## src/rtl/pw_lock_pkg.sv

```systemverilog
// Shared types and helpers for the button password lock: state encoding,
// digit geometry and one-hot button decoding.
package pw_lock_pkg;

  localparam int DIGIT_W   = 2;
  localparam int DIGIT_CNT = 4;
  localparam int PW_W      = DIGIT_W * DIGIT_CNT;

  typedef enum logic [1:0] {
    ST_ENTRY   = 2'd0,
    ST_OPEN    = 2'd1,
    ST_CHANGE  = 2'd2,
    ST_LOCKOUT = 2'd3
  } state_t;

  function automatic logic is_onehot4(input logic [3:0] s);
    return (s != 4'd0) && ((s & (s - 4'd1)) == 4'd0);
  endfunction

  // Button 4'b1000 is digit 0, 4'b0001 is digit 3.
  function automatic logic [DIGIT_W-1:0] decode_onehot(input logic [3:0] s);
    case (s)
      4'b1000: return 2'd0;
      4'b0100: return 2'd1;
      4'b0010: return 2'd2;
      4'b0001: return 2'd3;
      default: return 2'd0;
    endcase
  endfunction

  // Digit 0 occupies the top bits of the password word.
  function automatic logic [DIGIT_W-1:0] get_digit(input logic [PW_W-1:0] pw,
                                                   input logic [1:0] idx);
    case (idx)
      2'd0:    return pw[7:6];
      2'd1:    return pw[5:4];
      2'd2:    return pw[3:2];
      default: return pw[1:0];
    endcase
  endfunction

  function automatic logic [PW_W-1:0] set_digit(input logic [PW_W-1:0] pw,
                                                input logic [1:0] idx,
                                                input logic [DIGIT_W-1:0] d);
    logic [PW_W-1:0] r;
    r = pw;
    case (idx)
      2'd0:    r[7:6] = d;
      2'd1:    r[5:4] = d;
      2'd2:    r[3:2] = d;
      default: r[1:0] = d;
    endcase
    return r;
  endfunction

endpackage

```

## src/rtl/pw_lock_ctrl_key_press_det.sv

```systemverilog
// Turns raw button levels into single-cycle press events; a press counts only
// when exactly one button goes down from an all-released previous sample.
module key_press_det
  import pw_lock_pkg::*;
(
  input  logic               clk,
  input  logic               rst_n,
  input  logic [3:0]         s,
  output logic               press_vld,
  output logic [DIGIT_W-1:0] press_digit
);

  logic [3:0] s_q_r;

  // Previous button sample, used to reject held buttons.
  always_ff @(posedge clk or negedge rst_n) begin
    if (!rst_n) begin
      s_q_r <= 4'd0;
    end else begin
      s_q_r <= s;
    end
  end

  // Event qualification and digit decode.
  always_comb begin
    press_vld   = is_onehot4(s) && (s_q_r == 4'd0);
    press_digit = decode_onehot(s);
  end

endmodule

```

## src/rtl/pw_lock_ctrl.sv

```systemverilog
// Password lock sequencer: digit entry and compare, timed unlock, failed-attempt
// lockout and in-field password change.
module pw_lock_ctrl
  import pw_lock_pkg::*;
#(
  parameter logic [7:0] INIT_PW     = 8'b00_01_10_11,
  parameter int         MAX_FAIL    = 3,
  parameter int         OPEN_CYCLES = 16,
  parameter int         LOCK_CYCLES = 64
) (
  input  logic       clk,
  input  logic       rst_n,
  input  logic [3:0] s,
  input  logic       chg_req,
  output logic       unlocked,
  output logic       locked_out,
  output logic       chg_mode,
  output logic [1:0] digit_idx,
  output logic [2:0] fail_cnt
);

  localparam int TMR_MAX = (OPEN_CYCLES > LOCK_CYCLES) ? OPEN_CYCLES : LOCK_CYCLES;
  localparam int TMR_W   = $clog2(TMR_MAX);
  localparam logic [TMR_W-1:0] OPEN_LOAD = TMR_W'(OPEN_CYCLES - 1);
  localparam logic [TMR_W-1:0] LOCK_LOAD = TMR_W'(LOCK_CYCLES - 1);
  localparam logic [TMR_W-1:0] TMR_ONE   = TMR_W'(1);
  localparam logic [TMR_W-1:0] TMR_ZERO  = TMR_W'(0);
  localparam logic [2:0]       MAX_FAIL_C = 3'(MAX_FAIL);

  state_t               state_r;
  logic [TMR_W-1:0]     timer_r;
  logic [PW_W-1:0]      pw_r;
  logic [PW_W-1:0]      shadow_r;
  logic                 mismatch_r;
  logic [1:0]           digit_idx_r;
  logic [2:0]           fail_cnt_r;
  logic                 unlocked_r;
  logic                 locked_out_r;
  logic                 chg_mode_r;

  logic                 press_vld_s;
  logic [DIGIT_W-1:0]   press_digit_s;
  logic                 entry_miss_s;
  logic [2:0]           fail_inc_s;
  logic [PW_W-1:0]      new_pw_s;

  key_press_det u_key_press_det (
    .clk         (clk),
    .rst_n       (rst_n),
    .s           (s),
    .press_vld   (press_vld_s),
    .press_digit (press_digit_s)
  );

  // Per-press helpers: running mismatch, next fail count, shadow with new digit.
  always_comb begin
    entry_miss_s = mismatch_r | (press_digit_s != get_digit(pw_r, digit_idx_r));
    fail_inc_s   = fail_cnt_r + 3'd1;
    new_pw_s     = set_digit(shadow_r, digit_idx_r, press_digit_s);
  end

  // Lock FSM with timer, counters, password storage and registered outputs.
  always_ff @(posedge clk or negedge rst_n) begin
    if (!rst_n) begin
      state_r      <= ST_ENTRY;
      timer_r      <= TMR_ZERO;
      pw_r         <= INIT_PW;
      shadow_r     <= INIT_PW;
      mismatch_r   <= 1'b0;
      digit_idx_r  <= 2'd0;
      fail_cnt_r   <= 3'd0;
      unlocked_r   <= 1'b0;
      locked_out_r <= 1'b0;
      chg_mode_r   <= 1'b0;
    end else begin
      case (state_r)
        ST_ENTRY: begin
          if (press_vld_s) begin
            if (digit_idx_r == 2'd3) begin
              digit_idx_r <= 2'd0;
              mismatch_r  <= 1'b0;
              if (!entry_miss_s) begin
                state_r    <= ST_OPEN;
                fail_cnt_r <= 3'd0;
                timer_r    <= OPEN_LOAD;
                unlocked_r <= 1'b1;
              end else if (fail_inc_s == MAX_FAIL_C) begin
                state_r      <= ST_LOCKOUT;
                fail_cnt_r   <= MAX_FAIL_C;
                timer_r      <= LOCK_LOAD;
                locked_out_r <= 1'b1;
              end else begin
                fail_cnt_r <= fail_inc_s;
              end
            end else begin
              digit_idx_r <= digit_idx_r + 2'd1;
              mismatch_r  <= entry_miss_s;
            end
          end
        end
        // Change request wins over expiry; the inactivity timer restarts here.
        ST_OPEN: begin
          if (chg_req) begin
            state_r     <= ST_CHANGE;
            unlocked_r  <= 1'b0;
            chg_mode_r  <= 1'b1;
            timer_r     <= OPEN_LOAD;
            digit_idx_r <= 2'd0;
            shadow_r    <= pw_r;
          end else if (timer_r == TMR_ZERO) begin
            state_r    <= ST_ENTRY;
            unlocked_r <= 1'b0;
          end else begin
            timer_r <= timer_r - TMR_ONE;
          end
        end
        ST_CHANGE: begin
          if (press_vld_s) begin
            shadow_r <= new_pw_s;
            timer_r  <= OPEN_LOAD;
            if (digit_idx_r == 2'd3) begin
              pw_r        <= new_pw_s;
              state_r     <= ST_ENTRY;
              chg_mode_r  <= 1'b0;
              digit_idx_r <= 2'd0;
            end else begin
              digit_idx_r <= digit_idx_r + 2'd1;
            end
          end else if (timer_r == TMR_ZERO) begin
            state_r     <= ST_ENTRY;
            chg_mode_r  <= 1'b0;
            digit_idx_r <= 2'd0;
          end else begin
            timer_r <= timer_r - TMR_ONE;
          end
        end
        ST_LOCKOUT: begin
          if (timer_r == TMR_ZERO) begin
            state_r      <= ST_ENTRY;
            locked_out_r <= 1'b0;
            fail_cnt_r   <= 3'd0;
          end else begin
            timer_r <= timer_r - TMR_ONE;
          end
        end
        default: begin
          state_r      <= ST_ENTRY;
          unlocked_r   <= 1'b0;
          locked_out_r <= 1'b0;
          chg_mode_r   <= 1'b0;
          digit_idx_r  <= 2'd0;
          mismatch_r   <= 1'b0;
        end
      endcase
    end
  end

  assign unlocked   = unlocked_r;
  assign locked_out = locked_out_r;
  assign chg_mode   = chg_mode_r;
  assign digit_idx  = digit_idx_r;
  assign fail_cnt   = fail_cnt_r;

endmodule

```

## config.mk

```make
export PLATFORM = sky130hd
export DESIGN_NAME = pw_lock_ctrl
export DESIGN_NICKNAME = d
export VERILOG_FILES = /design/src/rtl/pw_lock_pkg.sv /design/src/rtl/pw_lock_ctrl_key_press_det.sv /design/src/rtl/pw_lock_ctrl.sv
export SDC_FILE = /design/constraint.sdc
export NUM_CORES = 1
export LEC_CHECK = 0
export ABC_AREA = 1
export ABC_CLOCK_PERIOD_IN_PS = 2300
export CAP_MARGIN = 20
export CORE_UTILIZATION = 40
export DETAILED_ROUTE_END_ITERATION = 8
export DONT_BUFFER_PORTS = 1
export PLACE_DENSITY = 0.5
export REMOVE_ABC_BUFFERS = 1
export SLEW_MARGIN = 10
export SYNTH_ARGS = -nofsm -noshare
export SYNTH_HDL_FRONTEND = slang
export SYNTH_SLANG_ARGS = --single-unit
export TNS_END_PERCENT = 50
```

## constraint.sdc

```tcl
create_clock -name clk -period 2.3 [get_ports clk]
set_clock_uncertainty 0.05 [all_clocks]
set_input_delay 0.23 -clock clk [delete_from_list [all_inputs] [get_ports clk]]
set_output_delay 0.23 -clock clk [all_outputs]
set_load 0.005 [all_outputs]
```

==> qor.csv <==
metric,value,unit
Synth Warn #,0,
clock edge transition at the registers on the reported setup and hold paths,0.08,ns
min cycle time layout,1.99,ns
crit-path max FO,8,
Max-Cap Viols,0,
nets@finish,349,
clock root cell,clkbuf_8,
Fin Setup TNS,0,ns
WL final,5.39,mm
clk buf depth,2,
Slew @ Worst Pin,0.447,ns
RSZ-0062 raised after global routing,false,
TritonCTS buffer count,5,
synthesized cell area,0.00235,mm2
pin count of the biggest net entering global routing,38,
IO buf count,0,
Post-DP HPWL,3.94,mm
clock net sink count,37,
#FFs+latches synth,37,
DRT Pass-1 Iters,4,
gr usage total,19.5,%
share of post-route cells with drive strength above 1,12.1,%
Post-Synthesis Cells,315,
Ports,15,
Antenna Nets Post-Route,0,
Die Wd,78.7,um
Vias per Instance,5.01,
P per Cell Area,1280,mW/mm2
tightest hold margin,0.143,ns
Max-slew headroom,70.1,%
"Slew Viols, Final",0,
ANT cells,0,
number of global-route vias before repair,1904,
area growth from synthesis to layout,12.1,%
post-CTS setup buffer count,0,
DR vias,2015,
most frequent cells in the layout,"77 x nand2_1, 49 x inv_1, 33 x o21ai_0, 29 x dfrtp_1, 28 x nand3_1",
Netlist cell types,33,
Fin. Hold Viols,0,
kind of critical path,reg2reg,
die area,0.00620,mm2
sequential fraction of the synthesis area,39.7,%
initial antenna violation count,0,
critical path arrival,2.12,ns
fmax,501,MHz
clk_lat worst skew,0.29,ns
"Req. time, crit path",2.43,ns
Initial Utilization,42.2,%
Synth area leader,dfrtp_1,
leak pwr,1.35,nW
detailed-route DRC error count,0,
"commonest non-fill, non-tap cell in the layout",nand2_1,
Hold WC Path Type,in2reg,
period utilization,86.7,%
CORE AREA,0.00557,mm2
gr ovfl total,0,
fillers,584,
"Setup violations, final",0,
DRT iter0 DRCs,134,
Inst Count DP,388,
Non-Filler Instances,402,
Chip Height,78.7,um
Synth top area share,30.8,%
first-pass GRT wire length,9.19,mm
routability cong.,0.827,
startpoint types,register,
Mapped Avg Cell Area,7.48,um2
CTS HTree Levels,2,
row count,27,
top post-synthesis cells by area,"dfrtp_1 31%, nand2_1 12%, dfstp_2 8.9%",
Critical Path End Type,register,
status,"finished, final reports clean",
Max IR drop VDD,0.597,mV
CTS tree,yes,
routed len/inst,13.4,um
-- cell usage after synthesis (all sizes together) --
| library cell | count |
|---|---|
| a21boi | 3 |
| a21oi | 16 |
| a31oi | 1 |
| buf | 2 |
| clkbuf | 1 |
| clkinv | 2 |
| dfrtp | 29 |
| dfstp | 8 |
| ha | 13 |
| inv | 51 |
| nand2 | 81 |
| nand3 | 30 |
| nand4 | 3 |
| nor2 | 20 |
| nor3 | 3 |
| o21ai | 41 |
| o21bai | 1 |
| o22ai | 8 |
| xnor2 | 1 |
| xor2 | 1 |
-- power by group --
part,internal (mW),switching (mW)
clock,0.354,0.242
sequential,0.886,0.148
combinational,0.616,1.14
total,1.86,1.53
-- registers in the layout, indices dropped and copies added, names as in the netlist --
signal	flops
chg_mode	1
digit_idx	2
fail_cnt	3
locked_out	1
mismatch_r	1
pw_r	8
shadow_r	8
state_r	2
timer_r	6
u_key_press_det.s_q_r	4
unlocked	1
-- stage by stage --
| step | cell area [um2] | setup WS, ns | power [mW] | util [%] |
|---|---|---|---|---|
| final | 2640 | 0.306 | 3.39 | 47.3 |
| after global routing | 2640 | 0.00371 | 3.76 | 47.3 |
| after CTS | 2640 | 0.270 | 3.40 | 47.3 |
| after detailed placement | 2450 | 0.297 | 2.77 | 44.0 |
| after global placement | 2450 | 0.320 | 2.78 | 44.0 |
| after floorplan | 2330 | 0.585 | 2.34 | - |
-- metal layers --
| layer | track usage, % | part of all wire [%] | vias up |
|---|---|---|---|
| met5 | 0 | 0 | - |
| met4 | 5.00 | 0.45 | 0 |
| met3 | 4.14 | 4.0 | 2 |
| met2 | 28.3 | 42 | 38 |
| met1 | 29.1 | 53 | 925 |
| li1 | - | - | 1050 |
-- kinds of logic (layout without fill, tap and decap cells) --
logic type                 Yosys count  in the layout  synth area share, %
AOI/OAI and AO/OA                   70             70                 16.9
buffers and inverters               56             71                 9.46
xor gates and xnor gates             2              2                0.744
and+or+nand+nor                    137            137                 26.2
adders and majority gates           13             13                 6.91
DFF                                 37             37                 39.7
-- layout make-up --
cell class | instances | area, um2 | share of cell area, %
clock inverter | 1 | 30.0 | 1.14
timing repair buffer | 10 | 100 | 3.79
inverter | 53 | 200 | 7.59
sequential | 37 | 936 | 35.5
tap | 72 | 90.1 | 3.41
clock buffer | 7 | 86.3 | 3.27
multi-input combinational | 222 | 1200 | 45.3
-- critical path, cell delays in order, from the launching register on --
cell     delay [ns]
dfrtp_1        0.46
ha_1           0.41
inv_2          0.09
nand2_1        0.10
nand2_1        0.05
nand2_1        0.05
nand2_1        0.09
o21ai_1        0.34
nand2_1        0.09
nand3_1        0.10
nand2_1        0.06
-- final timing paths --
check,slack [ns],endpoint,startpoint,depth (start not counted)
max,0.31,state_r[1]$_DFFE_PN0P_,digit_idx[0]$_DFFE_PN0P_,10
min,0.14,chg_mode$_DFFE_PN0P_,chg_req,2
max reg2reg,0.31,state_r[1]$_DFFE_PN0P_,digit_idx[0]$_DFFE_PN0P_,10
min reg2reg,0.44,shadow_r[4]$_DFFE_PN1P_,shadow_r[4]$_DFFE_PN1P_,2
max in group asynchronous,1.60,shadow_r[1]$_DFFE_PN1P_,rst_n,2
min in group asynchronous,0.34,shadow_r[5]$_DFFE_PN0P_,rst_n,2
-- timing repair --
action,4_1_cts,5_1_grt
endpoints found under the setup margin,0,0
endpoints found under the hold margin,41,0
hold buffers,6,0
gates resized for setup,0,0
No activity file was read; power rests on OpenSTA's default activity.
